==> config.mk <==
export PLATFORM = sky130hd
export DESIGN_NAME = prio_scan_encoder
export DESIGN_NICKNAME = d
export VERILOG_FILES = /design/src/rtl/prio_scan_encoder.sv
export SDC_FILE = /design/constraint.sdc
export NUM_CORES = 1
export LEC_CHECK = 0
export CAP_MARGIN = 20
export CORE_ASPECT_RATIO = 1.25
export CORE_UTILIZATION = 42
export CTS_CLUSTER_SIZE = 8
export DETAILED_ROUTE_END_ITERATION = 8
export PLACE_DENSITY = 0.69
export SLEW_MARGIN = 25
export SYNTH_ARGS = -nofsm -noshare
export SYNTH_HDL_FRONTEND = slang
export SYNTH_SLANG_ARGS = --single-unit
==> constraint.sdc <==
create_clock -name clk -period 2.65 [get_ports clk]
set_input_delay 0.53 -clock clk [delete_from_list [all_inputs] [get_ports clk]]
set_output_delay 0.53 -clock clk [all_outputs]
set_load 0.01 [all_outputs]
==> src/rtl/prio_scan_encoder.sv <==
`default_nettype none
// ============================================================================
// Module      : prio_scan_encoder
// Description : Registered priority scan encoder. Accepts a WIDTH-bit request
//               vector over valid/ready and emits the index of every set bit,
//               one beat per index, highest index first. An all-zero vector
//               produces a single beat flagged with out_none.
//               Optional feature macro: PRIO_SCAN_COUNT_EN (adds out_cnt,
//               the population count of the accepted vector).
// Revision    : 1.0 - initial release
// ============================================================================
module prio_scan_encoder #(
  parameter int WIDTH = 8,
  localparam int IDX_W = $clog2(WIDTH)
) (
  input  logic             clk,
  input  logic             rst,
  input  logic             en,
  input  logic             in_valid,
  output logic             in_ready,
  input  logic [WIDTH-1:0] in_vec,
  output logic             out_valid,
  input  logic             out_ready,
  output logic [IDX_W-1:0] out_idx,
  output logic             out_last,
  output logic             out_none,
  output logic             busy
`ifdef PRIO_SCAN_COUNT_EN
  ,
  output logic [IDX_W:0]   out_cnt
`endif
);

  typedef enum logic [0:0] {
    IDLE = 1'b0,
    SCAN = 1'b1
  } state_t;

  state_t           state, state_d;
  logic [WIDTH-1:0] pending, pending_d;
  logic [IDX_W-1:0] idx_d;
  logic             last_d, none_d, valid_d;

  // Highest set bit of a vector; zero when no bit is set.
  function automatic logic [IDX_W-1:0] hi_index(input logic [WIDTH-1:0] v);
    hi_index = '0;
    for (int i = 0; i < WIDTH; i++) begin
      if (v[i]) hi_index = IDX_W'(i);
    end
  endfunction

  // Vector with the selected bit removed.
  function automatic logic [WIDTH-1:0] clr_bit(input logic [WIDTH-1:0] v,
                                               input logic [IDX_W-1:0] b);
    clr_bit = v & ~(WIDTH'(1) << b);
  endfunction

  logic             accept;
  logic             beat_done;
  logic [IDX_W-1:0] in_hi, pend_hi;
  logic [WIDTH-1:0] in_rest, pend_rest;

  assign busy      = (state == SCAN);
  assign in_ready  = en & ~busy;
  assign accept    = in_valid & in_ready;
  assign beat_done = out_valid & out_ready;
  assign in_hi     = hi_index(in_vec);
  assign in_rest   = clr_bit(in_vec, in_hi);
  assign pend_hi   = hi_index(pending);
  assign pend_rest = clr_bit(pending, pend_hi);

`ifdef PRIO_SCAN_COUNT_EN
  logic [IDX_W:0] cnt_d;

  function automatic logic [IDX_W:0] popcount(input logic [WIDTH-1:0] v);
    popcount = '0;
    for (int i = 0; i < WIDTH; i++) begin
      if (v[i]) popcount = popcount + 1'b1;
    end
  endfunction

  // Count is captured on accept and held for the whole scan.
  always_comb begin
    cnt_d = out_cnt;
    if (state == IDLE && accept) cnt_d = popcount(in_vec);
  end

  // Population-count register.
  always_ff @(posedge clk or posedge rst) begin
    if (rst) out_cnt <= '0;
    else     out_cnt <= cnt_d;
  end
`else
  // Population count feature absent in this build.
`endif

  // Next-state and next-output logic; everything holds unless a transfer
  // or an output handshake happens.
  always_comb begin
    state_d   = state;
    pending_d = pending;
    idx_d     = out_idx;
    last_d    = out_last;
    none_d    = out_none;
    valid_d   = out_valid;
    case (state)
      IDLE: begin
        if (accept) begin
          valid_d = 1'b1;
          state_d = SCAN;
          if (in_vec == '0) begin
            idx_d     = '0;
            pending_d = '0;
            last_d    = 1'b1;
            none_d    = 1'b1;
          end else begin
            idx_d     = in_hi;
            pending_d = in_rest;
            last_d    = (in_rest == '0);
            none_d    = 1'b0;
          end
        end
      end
      SCAN: begin
        if (beat_done) begin
          if (out_last) begin
            valid_d = 1'b0;
            last_d  = 1'b0;
            none_d  = 1'b0;
            state_d = IDLE;
          end else begin
            idx_d     = pend_hi;
            pending_d = pend_rest;
            last_d    = (pend_rest == '0);
          end
        end
      end
      default: state_d = IDLE;
    endcase
  end

  // State, pending-bit and output registers.
  always_ff @(posedge clk or posedge rst) begin
    if (rst) begin
      state     <= IDLE;
      pending   <= '0;
      out_idx   <= '0;
      out_last  <= 1'b0;
      out_none  <= 1'b0;
      out_valid <= 1'b0;
    end else begin
      state     <= state_d;
      pending   <= pending_d;
      out_idx   <= idx_d;
      out_last  <= last_d;
      out_none  <= none_d;
      out_valid <= valid_d;
    end
  end

endmodule
`default_nettype wire

Word level (Yosys, flattened, before mapping)

Cells that the tools add are included.

Equality and inequality tests: 4
Shift-type cells: 2
Muxes and demuxes: 40
Bitwise logic cells: 8
Reduce and logical (&&, ||, !) cells: 6

Operator list:

| cell                                                                    | count |
|---|---|
| 3-bit two-way mux                                                       | 15 |
| 8-bit two-way mux                                                       | 4 |
| 8-bit zero test                                                         | 3 |
| 8-bit bitwise AND                                                       | 2 |
| 8-bit inverter                                                          | 2 |
| 8-bit one-hot mux with 2 select lines                                   | 1 |
| 1-bit by 3-bit << shifter with 8-bit output, first input constant       | 2 |
| 1-bit two-way mux                                                       | 14 |
| 1-bit one-hot mux with 2 select lines                                   | 4 |
| 2-bit inequality test, second input constant                            | 3 |
| 3-bit one-hot mux with 2 select lines                                   | 1 |
| 3-bit AND reduction                                                     | 2 |
| 1-bit bitwise AND                                                       | 3 |
| 2-bit two-way mux                                                       | 1 |
| 2-bit by 1-bit inequality test with 1-bit output, second input constant | 1 |
| 2-bit AND reduction                                                     | 1 |
| 1-bit inverter                                                          | 1 |

Flip-flop bits (word level): 15
Output and inout port bits: 8
Word-level logic and storage cells: 66

Depth between registers and ports, before layout

Gate-level depths: netlist (run 1).

Word-level depth: 14
Gate-level depth with buffers: 7
Depth with buffers taken out: 5

Least setup slack after synthesis (run 1)

OpenSTA, ideal clock, no wires.

Kind: input port to flip-flop
Start: input port in_vec[7]
End: register out_idx[0]
Setup time: 0.145 ns
Arrival: 1.623 ns
Required time: 2.505 ns
Slack: 0.883 ns
Stages on the path: 5
Buffers on the path: 1
Cell sequence: clkbuf_2 > nor4_1 > nand2_1 > o31ai_1 > o211ai_1

Longest elaborated chain between the ends: 4

Ends and longest elaborated chain:

| item                                                        | RTL line | source |
|---|---|---|
| start, declared                                             | 21       | `input logic [WIDTH-1:0] in_vec,` |
| 8-bit zero test / 3-bit two-way mux (equally long branches) | 111, 48  |  |
| 3-bit two-way mux *                                         | 111      | `if (in_vec == '0) begin` |
| 3-bit two-way mux *                                         | 108      | `if (accept) begin` |
| 3-bit one-hot mux with 2 select lines *                     | 106      | `case (state)` |
| end signal, assigned                                        | 154      | `out_idx <= idx_d;` |
| end, declared                                               | 24       | `output logic [IDX_W-1:0] out_idx,` |

Every way passes the cells marked *; elsewhere a longest branch is shown, timed or not. The select of a mux whose other input is x is not followed.
A chain may end at the register's enable or synchronous reset.

Worst setup path in the final report (run 1)

Start: input port en
End: output port in_ready

Longest elaborated chain between the ends: 1

Ends and longest elaborated chain:

| item              | RTL line | source |
|---|---|---|
| start, declared   | 18       | `input logic en,` |
| 1-bit bitwise AND | 64       | `assign in_ready = en & ~busy;` |
| end, declared     | 20       | `output logic in_ready,` |

No other way between the ends.

==> metrics.md, run 1 <==
| Metric | Value |
|---|---|
| Outcome | `complete, no violations` |
| Static leakage | `0.4854 nW` |
| CTS tree | `built` |
| # IOs | `21` |
| Initial antenna violation count | `0` |
| Die W | `between 40 and 50 um` |
| Setup violators final | `0` |
| DPL Wire Length | `around 1700 um` |
| Worst Hold Class | `flop to flop` |
| Clk sinks | `15` |
| Worst-Skew Late Latency | `0.29 ns` |
| Post-route minimum period | `around 2.2 ns` |
| Layout cells sized above 1 | `7.200%` |
| Setup Fix Bufs, Post-CTS | `0` |
| Number of global-route vias before repair | `835` |
| Placed instance area | `0.001130 mm2` |
| Setup TNS | `0 ns` |
| Slowest cell on crit path | `clkdlybuf4s50_1` |
| Reg2reg setup slack | `0.80 ns` |
| Hold Path Cell Cnt | `2` |
| Worst-margin pin slew | `0.5837 ns` |
| Total number of vias | `888` |
| Die height | `54.10 um` |
| Sequential share of the synthesized area | `41.15%` |
| Worst Setup EP | `in_ready` |
| Routed len/inst | `15.31 um` |
| Crit path buffers/inverters | `2` |
| Post-Syn Instances | `104` |
| Die area | `~0.0024 mm2` |
| Avg Inst Size Synth | `8.770 um2` |
| Max VDD drop | `0.5324 mV` |
| Clock slew at reported path FFs | `0.09 ns` |
| RePlAce Congestion | `0.8785` |
| Max clock buf depth | `2` |
| Crit Path Category | `input pin to primary output` |
| Fin area | `about 0.0012 mm2` |
| DRT iter0 DRCs | `32` |
| Rel. slew slack | `61.04%` |
| Nets | `~140` |
| Overall Global Routing Usage | `a little over a fifth` |
| Pwr/cell area | `969.9 mW/mm2` |
| Required time of the critical path | `2.12 ns` |
| CP Max Fanout | `3` |
| Largest net degree at the start of global routing | `17` |
| Worst path cell trace | `clkdlybuf4s50_1 > nor2b_1 > clkdlybuf4s50_1` |
| Mapped cell area | `slightly above 900 um2` |
| Placed Cells incl. Taps | `141` |
| Total CTS buffers | `3` |
| Reg2reg start | `busy` |
| Worst setup SP type | `input pin` |
| DRC | `0` |
| Worst path depth | `3` |
| Maximum capacitance violations | `0` |
| Synthesized flop and latch total | `15` |
| CTS H-tree lvls | `1` |
| Core Area | `between 0.002 and 0.0025 mm2` |
| Crit Reg-Reg Endpoint | `pending[1]` |
| ANT cells | `0` |
| CP startpoint | `en` |
| # port buffers | `20` |
| CP peak stage delay | `0.57 ns` |
| CP most frequent cell | `clkdlybuf4s50_1` |
| Grt total ovfl | `0` |
| Cts hold-fix bufs | `0` |
| Yosys cell types | `35` |
| Starting density of the core | `about 46%` |
| Final wirelength | `2220 um` |
| Yosys warning count | `0` |
| Layout area overhead | `26.75%` |
| Clk_skew | `0.006096 ns` |
| FF-to-FF path depth | `6` |
| First-pass DRT Iterations | `4` |
| Delay-heaviest family, CP | `buffers and inverters` |
| Remaining antenna violation count | `0` |
| Post_cts resized | `0` |
| CP Capture Type | `primary output` |
| Slew Viols, Final | `0` |
| Root buffer selected by CTS | `clkbuf_4` |
| Arrival time at the worst endpoint | `about 1.7 ns` |
| Fill cells | `175` |
| Final Cycle Share | `84.88%` |
| F_max | `roughly 0.44 GHz` |
| Post-Syn Nets | `117` |
| Unrepaired setup endpoints after global routing | `no` |
| Cell Rows | `18` |
| Global-route wire length before repair | `3705 um` |
| Finished Layout Cells | `145` |
| Via/cell ratio | `6.124` |
| Final Hold Vio Count | `0` |
-- kinds of logic after synthesis --
| logic type | Yosys count | synth area share [%] |
|---|---|---|
| AO/OA/AOI/OAI | 45 | 32.65 |
| AND/OR/NAND/NOR | 30 | 17.83 |
| flip-flops | 15 | 41.15 |
| buffers and inverters | 11 | 4.938 |
| adder cells (fa/ha/maj) | 3 | 3.429 |
-- metal layers --
layer	wire length [um]	share of wire, %	track usage, %	vias to the layer above
met3	132	5.9	4.027	2
li1	-	-	-	435
met5	0	0	0	-
met4	17	0.77	7.292	0
met1	979	44	26.40	417
met2	1090	49	37.31	34
-- Yosys cell counts (all sizes together) --
library cell   n  area, um2
dfrtp         15      375.4
o21ai         14      70.07
nand2          9      36.29
nor2           8      30.03
a21oi          6      30.03
inv            6      22.52
a21o           4      31.28
clkbuf         4      17.52
maj3           3      31.28
o31ai          3      22.52
a211oi         2      15.01
a21boi         2      15.01
a31oi          2      12.51
a32o           2      20.02
and2           2      12.51
and3           2      12.51
nor2b          2      12.51
nor3           2      10.01
nor4           2      27.53
o311ai         2      17.52
o41ai          2      17.52
or4            2      15.01
buf            1      5.000
nand2b         1      6.260
o2111ai        1      8.760
o211ai         1      7.510
o21a           1      7.510
o21bai         1      7.510
o22ai          1      6.260
o32ai          1      8.760
-- worst min path at each step --
stage,start,end,slack [ns]
after floorplan,rst,busy,0.43
after global placement,out_idx[2],out_idx[2],0.46
after detailed placement,out_idx[1],out_idx[1],0.47
after CTS,out_idx[1],out_idx[1],0.49
after global routing,pending[0],pending[0],0.54
final,out_idx[1],out_idx[1],0.49
-- power breakdown --
group	switching (mW)	leakage (nW)	internal [mW]
clock	0.0760	0.0150	0.0586
sequential	0.128	0.192	0.317
combinational	0.254	0.278	0.288
-- state kept, by name, summed over array words and instances, names as in the netlist --
name	count
pending	8
out_idx	3
busy	1
out_last	1
out_none	1
out_valid	1
-- placed cells by master (no fill, tap or decap), drive strengths merged, types with 3 or more instances in the layout --
master	instances
a21o	4
a21oi	6
clkbuf	4
clkdlybuf4s50	20
dfrtp	15
inv	6
maj3	3
nand2	9
nor2	8
o21ai	14
o31ai	3
-- stage by stage --
step / hold slack [ns] / power [mW] / utilization, % / worst slack [ns]
detailed placement: 0.4701 / 0.9862 / 56.37 / 0.1981
finish: 0.4851 / 1.121 / 57.68 / 0.4007
floorplan: 0.4315 / 0.7711 / - / 0.8829
CTS: 0.4909 / 1.121 / 57.68 / 0.3858
global route: 0.5361 / 1.198 / 57.68 / 0.3141
global placement: 0.4626 / 0.9897 / 56.37 / 0.3091
-- layout make-up --
type / instances / area (um2) / area share (%)
flip-flops and latches: 15 / 375.4 / 32.47
well taps: 20 / 25.02 / 2.164
clock buffers: 4 / 26.28 / 2.273
inverters: 6 / 22.52 / 1.948
repair buffers: 22 / 215.2 / 18.61
multi-input cells: 78 / 491.7 / 42.53
-- tightest hold or removal path, delay by kind of cell, from the launching register on --
kind | cells | cell delay, ns
DFF | 1 | 0.35
AOI/OAI and AO/OA | 1 | 0.06
and+or+nand+nor | 1 | 0.04
No activity file was read; power rests on OpenSTA's default activity.
==> inputs of run 2 (changes only) <==
--- a/config.mk
+++ b/config.mk
@@ -10,7 +10,7 @@
 export CORE_UTILIZATION = 42
 export CTS_CLUSTER_SIZE = 8
 export DETAILED_ROUTE_END_ITERATION = 8
-export PLACE_DENSITY = 0.69
+export PLACE_DENSITY = 0.72
 export SLEW_MARGIN = 25
 export SYNTH_ARGS = -nofsm -noshare
 export SYNTH_HDL_FRONTEND = slang
==> constraint.sdc (replaced) <==
create_clock -name clk -period 1.98 [get_ports clk]
set_input_delay 0.396 -clock clk [delete_from_list [all_inputs] [get_ports clk]]
set_output_delay 0.396 -clock clk [all_outputs]
set_load 0.01 [all_outputs]
==> run 2 against run 1 <==
Compared with the run above:
- die area stayed put
- wire length increased by 5.5%
- first-iteration DRC count fell by 22%
- non-clock buffer count increased by 13
- sequential cell count unchanged
- sequential share of layout area down 2.5 points
- sequential power up 27%
- total power increased by 38%
- combinational power increased by 48%
- clock power increased by 32%
- clock skew decreased by 0.0014 ns
- critical endpoint is now out_last
- largest power group unchanged
==> metrics.md, run 2 (synthesis results as in run 1) <==
| Metric | Value |
|---|---|
| Max clock buf depth | `2 (unchanged)` |
| Core Area | `0.002004 mm2 (unchanged)` |
| Seq pwr share | `36.7% (-3.0 points)` |
| First-pass DRT Iterations | `4 (unchanged)` |
| Worst Hold Class | `input pin to async pin` |
| Nets | `152 (+9.4%)` |
| F_max | `approximately 0.56 GHz` |
| Rel. slew slack | `60.90% (-0.14 points)` |
| Total number of vias | `949 (+6.9%)` |
| Clk sinks | `15 (unchanged)` |
| Crit path buffers/inverters | `1 (-1)` |
| DRT iter0 DRCs | `25 (-22%)` |
| DRC | `0 (unchanged)` |
| Setup violators final | `0 (unchanged)` |
| Routed len/inst | `14.83 um (-3.1%)` |
| Die area | `0.002363 mm2 (unchanged)` |
| Net switching fraction of the power | `40.34% (-0.49 points)` |
| CTS H-tree lvls | `1 (unchanged)` |
| CP Capture Type | `flop` |
| Clock slew at reported path FFs | `0.09 ns (about the same)` |
| Most frequent cells in the layout | `clkdlybuf4s50_1 (19), dfrtp_1 (15), buf_4 (15)` |
| CTS tree | `built` |
| Crit Reg-Reg Endpoint | `out_last` |
| RePlAce Congestion | `0.7942 (-9.6%)` |
| Cell Rows | `18 (unchanged)` |
| Slew Viols, Final | `0 (unchanged)` |
| Final wirelength | `2343 um (+5.5%)` |
| Worst setup SP type | `input pin` |
| Combinational share of power | `51.7% (+3.4 points)` |
| # port buffers | `20 (unchanged)` |
| Final worst slack | `0.2093 ns (-0.1914 ns)` |
| Layout cells sized above 1 | `15.94% (+8.7 points)` |
| Arrival time at the worst endpoint | `2.00 ns (+0.28 ns)` |
| Pwr/cell area | `1232 mW/mm2 (+27%)` |
| Top reg by flops | `pending` |
| Layout area overhead | `37.31%` |
| Number of global-route vias before repair | `885 (+6.0%)` |
| Largest net degree at the start of global routing | `16 (-1)` |
| Die height | `54.10 um (unchanged)` |
| Crit Path Category | `input pin to flop` |
| Total CTS buffers | `3 (unchanged)` |
| Delay-heaviest family, CP | `simple AND/OR/NAND/NOR gates` |
| Max FFs per register | `8 (unchanged)` |
| Cts hold-fix bufs | `0 (unchanged)` |
| DPL Wire Length | `1816 um (+8.7%)` |
| ANT cells | `0 (unchanged)` |
| Setup TNS | `0 ns (unchanged)` |
| Pint | `0.9206 mW (+39%)` |
| Final Cycle Share | `89.43%` |
| Maximum capacitance violations | `0 (unchanged)` |
| Static leakage | `0.5512 nW (+14%)` |
| Required time of the critical path | `2.21 ns (+0.09 ns)` |
| Switch Pwr | `0.6224 mW (+36%)` |
| Clk pwr share | `11.5% (-0.5 points)` |
| Unrepaired setup endpoints after global routing | `no` |
| Worst slack at placement | `-0.08867 ns (-0.2867 ns)` |
| Slowest cell on crit path | `clkdlybuf4s50_1` |
| Worst-Skew Late Latency | `0.28 ns (about the same)` |
| CP startpoint | `in_vec[4]` |
| Starting density of the core | `45.51% (unchanged)` |
| FF-to-FF path depth | `5 (-1)` |
| Post-route minimum period | `1.771 ns` |
| Global-route wire length before repair | `3898 um (+5.2%)` |
| Grt total ovfl | `0 (unchanged)` |
| Reg2reg start | `pending[5]` |
| Worst-margin pin slew | `0.5859 ns (+0.002170 ns)` |
| Final Hold Vio Count | `0 (unchanged)` |
| Max VDD drop | `0.7981 mV (+50%)` |
| Die W | `43.68 um (unchanged)` |
| CP peak stage delay | `0.46 ns (-0.11 ns)` |
| Overall Global Routing Usage | `22.71% (+1.3 points)` |
| Via/cell ratio | `6.006 (-1.9%)` |
| Fill cells | `187 (+6.9%)` |
| Worst path cell trace | `clkdlybuf4s50_1 > nor4_1 > nand2_1 > maj3_1 > o32ai_1 > a21o_1` |
| Root buffer selected by CTS | `clkbuf_4` |
| Most common cell after layout, fill and taps aside | `clkdlybuf4s50_1` |
| Outcome | `complete, no violations` |
| Largest regs | `pending (8), out_idx (3)` |
| Clk_skew | `0.004690 ns (-0.001406 ns)` |
| Remaining antenna violation count | `0 (unchanged)` |
| Initial antenna violation count | `0 (unchanged)` |
| # IOs | `21 (unchanged)` |
| Reg2reg setup slack | `0.21 ns (-0.59 ns)` |
| CP Max Fanout | `4 (+1)` |
==> run 2: power groups by stage <==
stage | clock network [mW] | logic [mW] | registers, mW
finish | 0.178 | 0.798 | 0.567
global route | 0.199 | 0.889 | 0.586
CTS | 0.186 | 0.802 | 0.563
detailed placement | 0 | 0.803 | 0.568
global placement | 0 | 0.784 | 0.566
floorplan | 0 | 0.463 | 0.569
==> run 2: worst max-delay path by stage <==
stage / endpoint / slack (ns) / cells past startpoint
finish: out_last / 0.21 / 6
global route: out_last / 0.03 / 6
CTS: out_last / 0.20 / 5
detailed placement: out_last / -0.09 / 6
global placement: out_last / -0.05 / 6
floorplan: out_idx[0] / 0.35 / 5
==> run 2: per-layer routing <==
metal / up-vias / wire, um / GRT usage (%)
met5: - / 0 / 0
met4: 0 / 31 / 10.94
li1: 458 / - / -
met1: 459 / 1058 / 30.04
met2: 28 / 1168 / 37.81
met3: 4 / 84 / 1.007
==> run 2: layout make-up <==
class | count | area, um2 | share of cell area (%)
timing repair buffer | 35 | 311.5 | 24.88
multi-input combinational | 78 | 491.7 | 39.26
tap | 20 | 25.02 | 1.998
sequential | 15 | 375.4 | 29.97
clock buffer | 4 | 26.28 | 2.098
inverter | 6 | 22.52 | 1.798
==> run 2: metrics by stage <==
stage / area [um2] / util, % / total power, mW / instances / hold WS (ns)
2_1_floorplan: 912.1 / - / 1.032 / 104 / 0.2975
3_3_place_gp: 1227 / 61.24 / 1.350 / 154 / 0.4634
3_5_place_dp: 1227 / 61.24 / 1.371 / 154 / 0.4798
4_1_cts: 1252 / 62.48 / 1.550 / 158 / 0.4953
5_1_grt: 1252 / 62.48 / 1.673 / 158 / 0.5269
6_report: 1252 / 62.48 / 1.543 / 158 / 0.4625
==> run 2: worst reg2reg max path: stages (launching register included) <==
cell and delay (ns):
dfrtp_1 0.47, nor4_4 0.39, nand2_2 0.13, maj3_2 0.32
o32ai_1 0.29, a21o_1 0.12
==> run 2: what timing repair did <==
action	CTS	global route
gates resized for setup	1	0
endpoints found under the setup margin	1	0
setup buffers	0	0
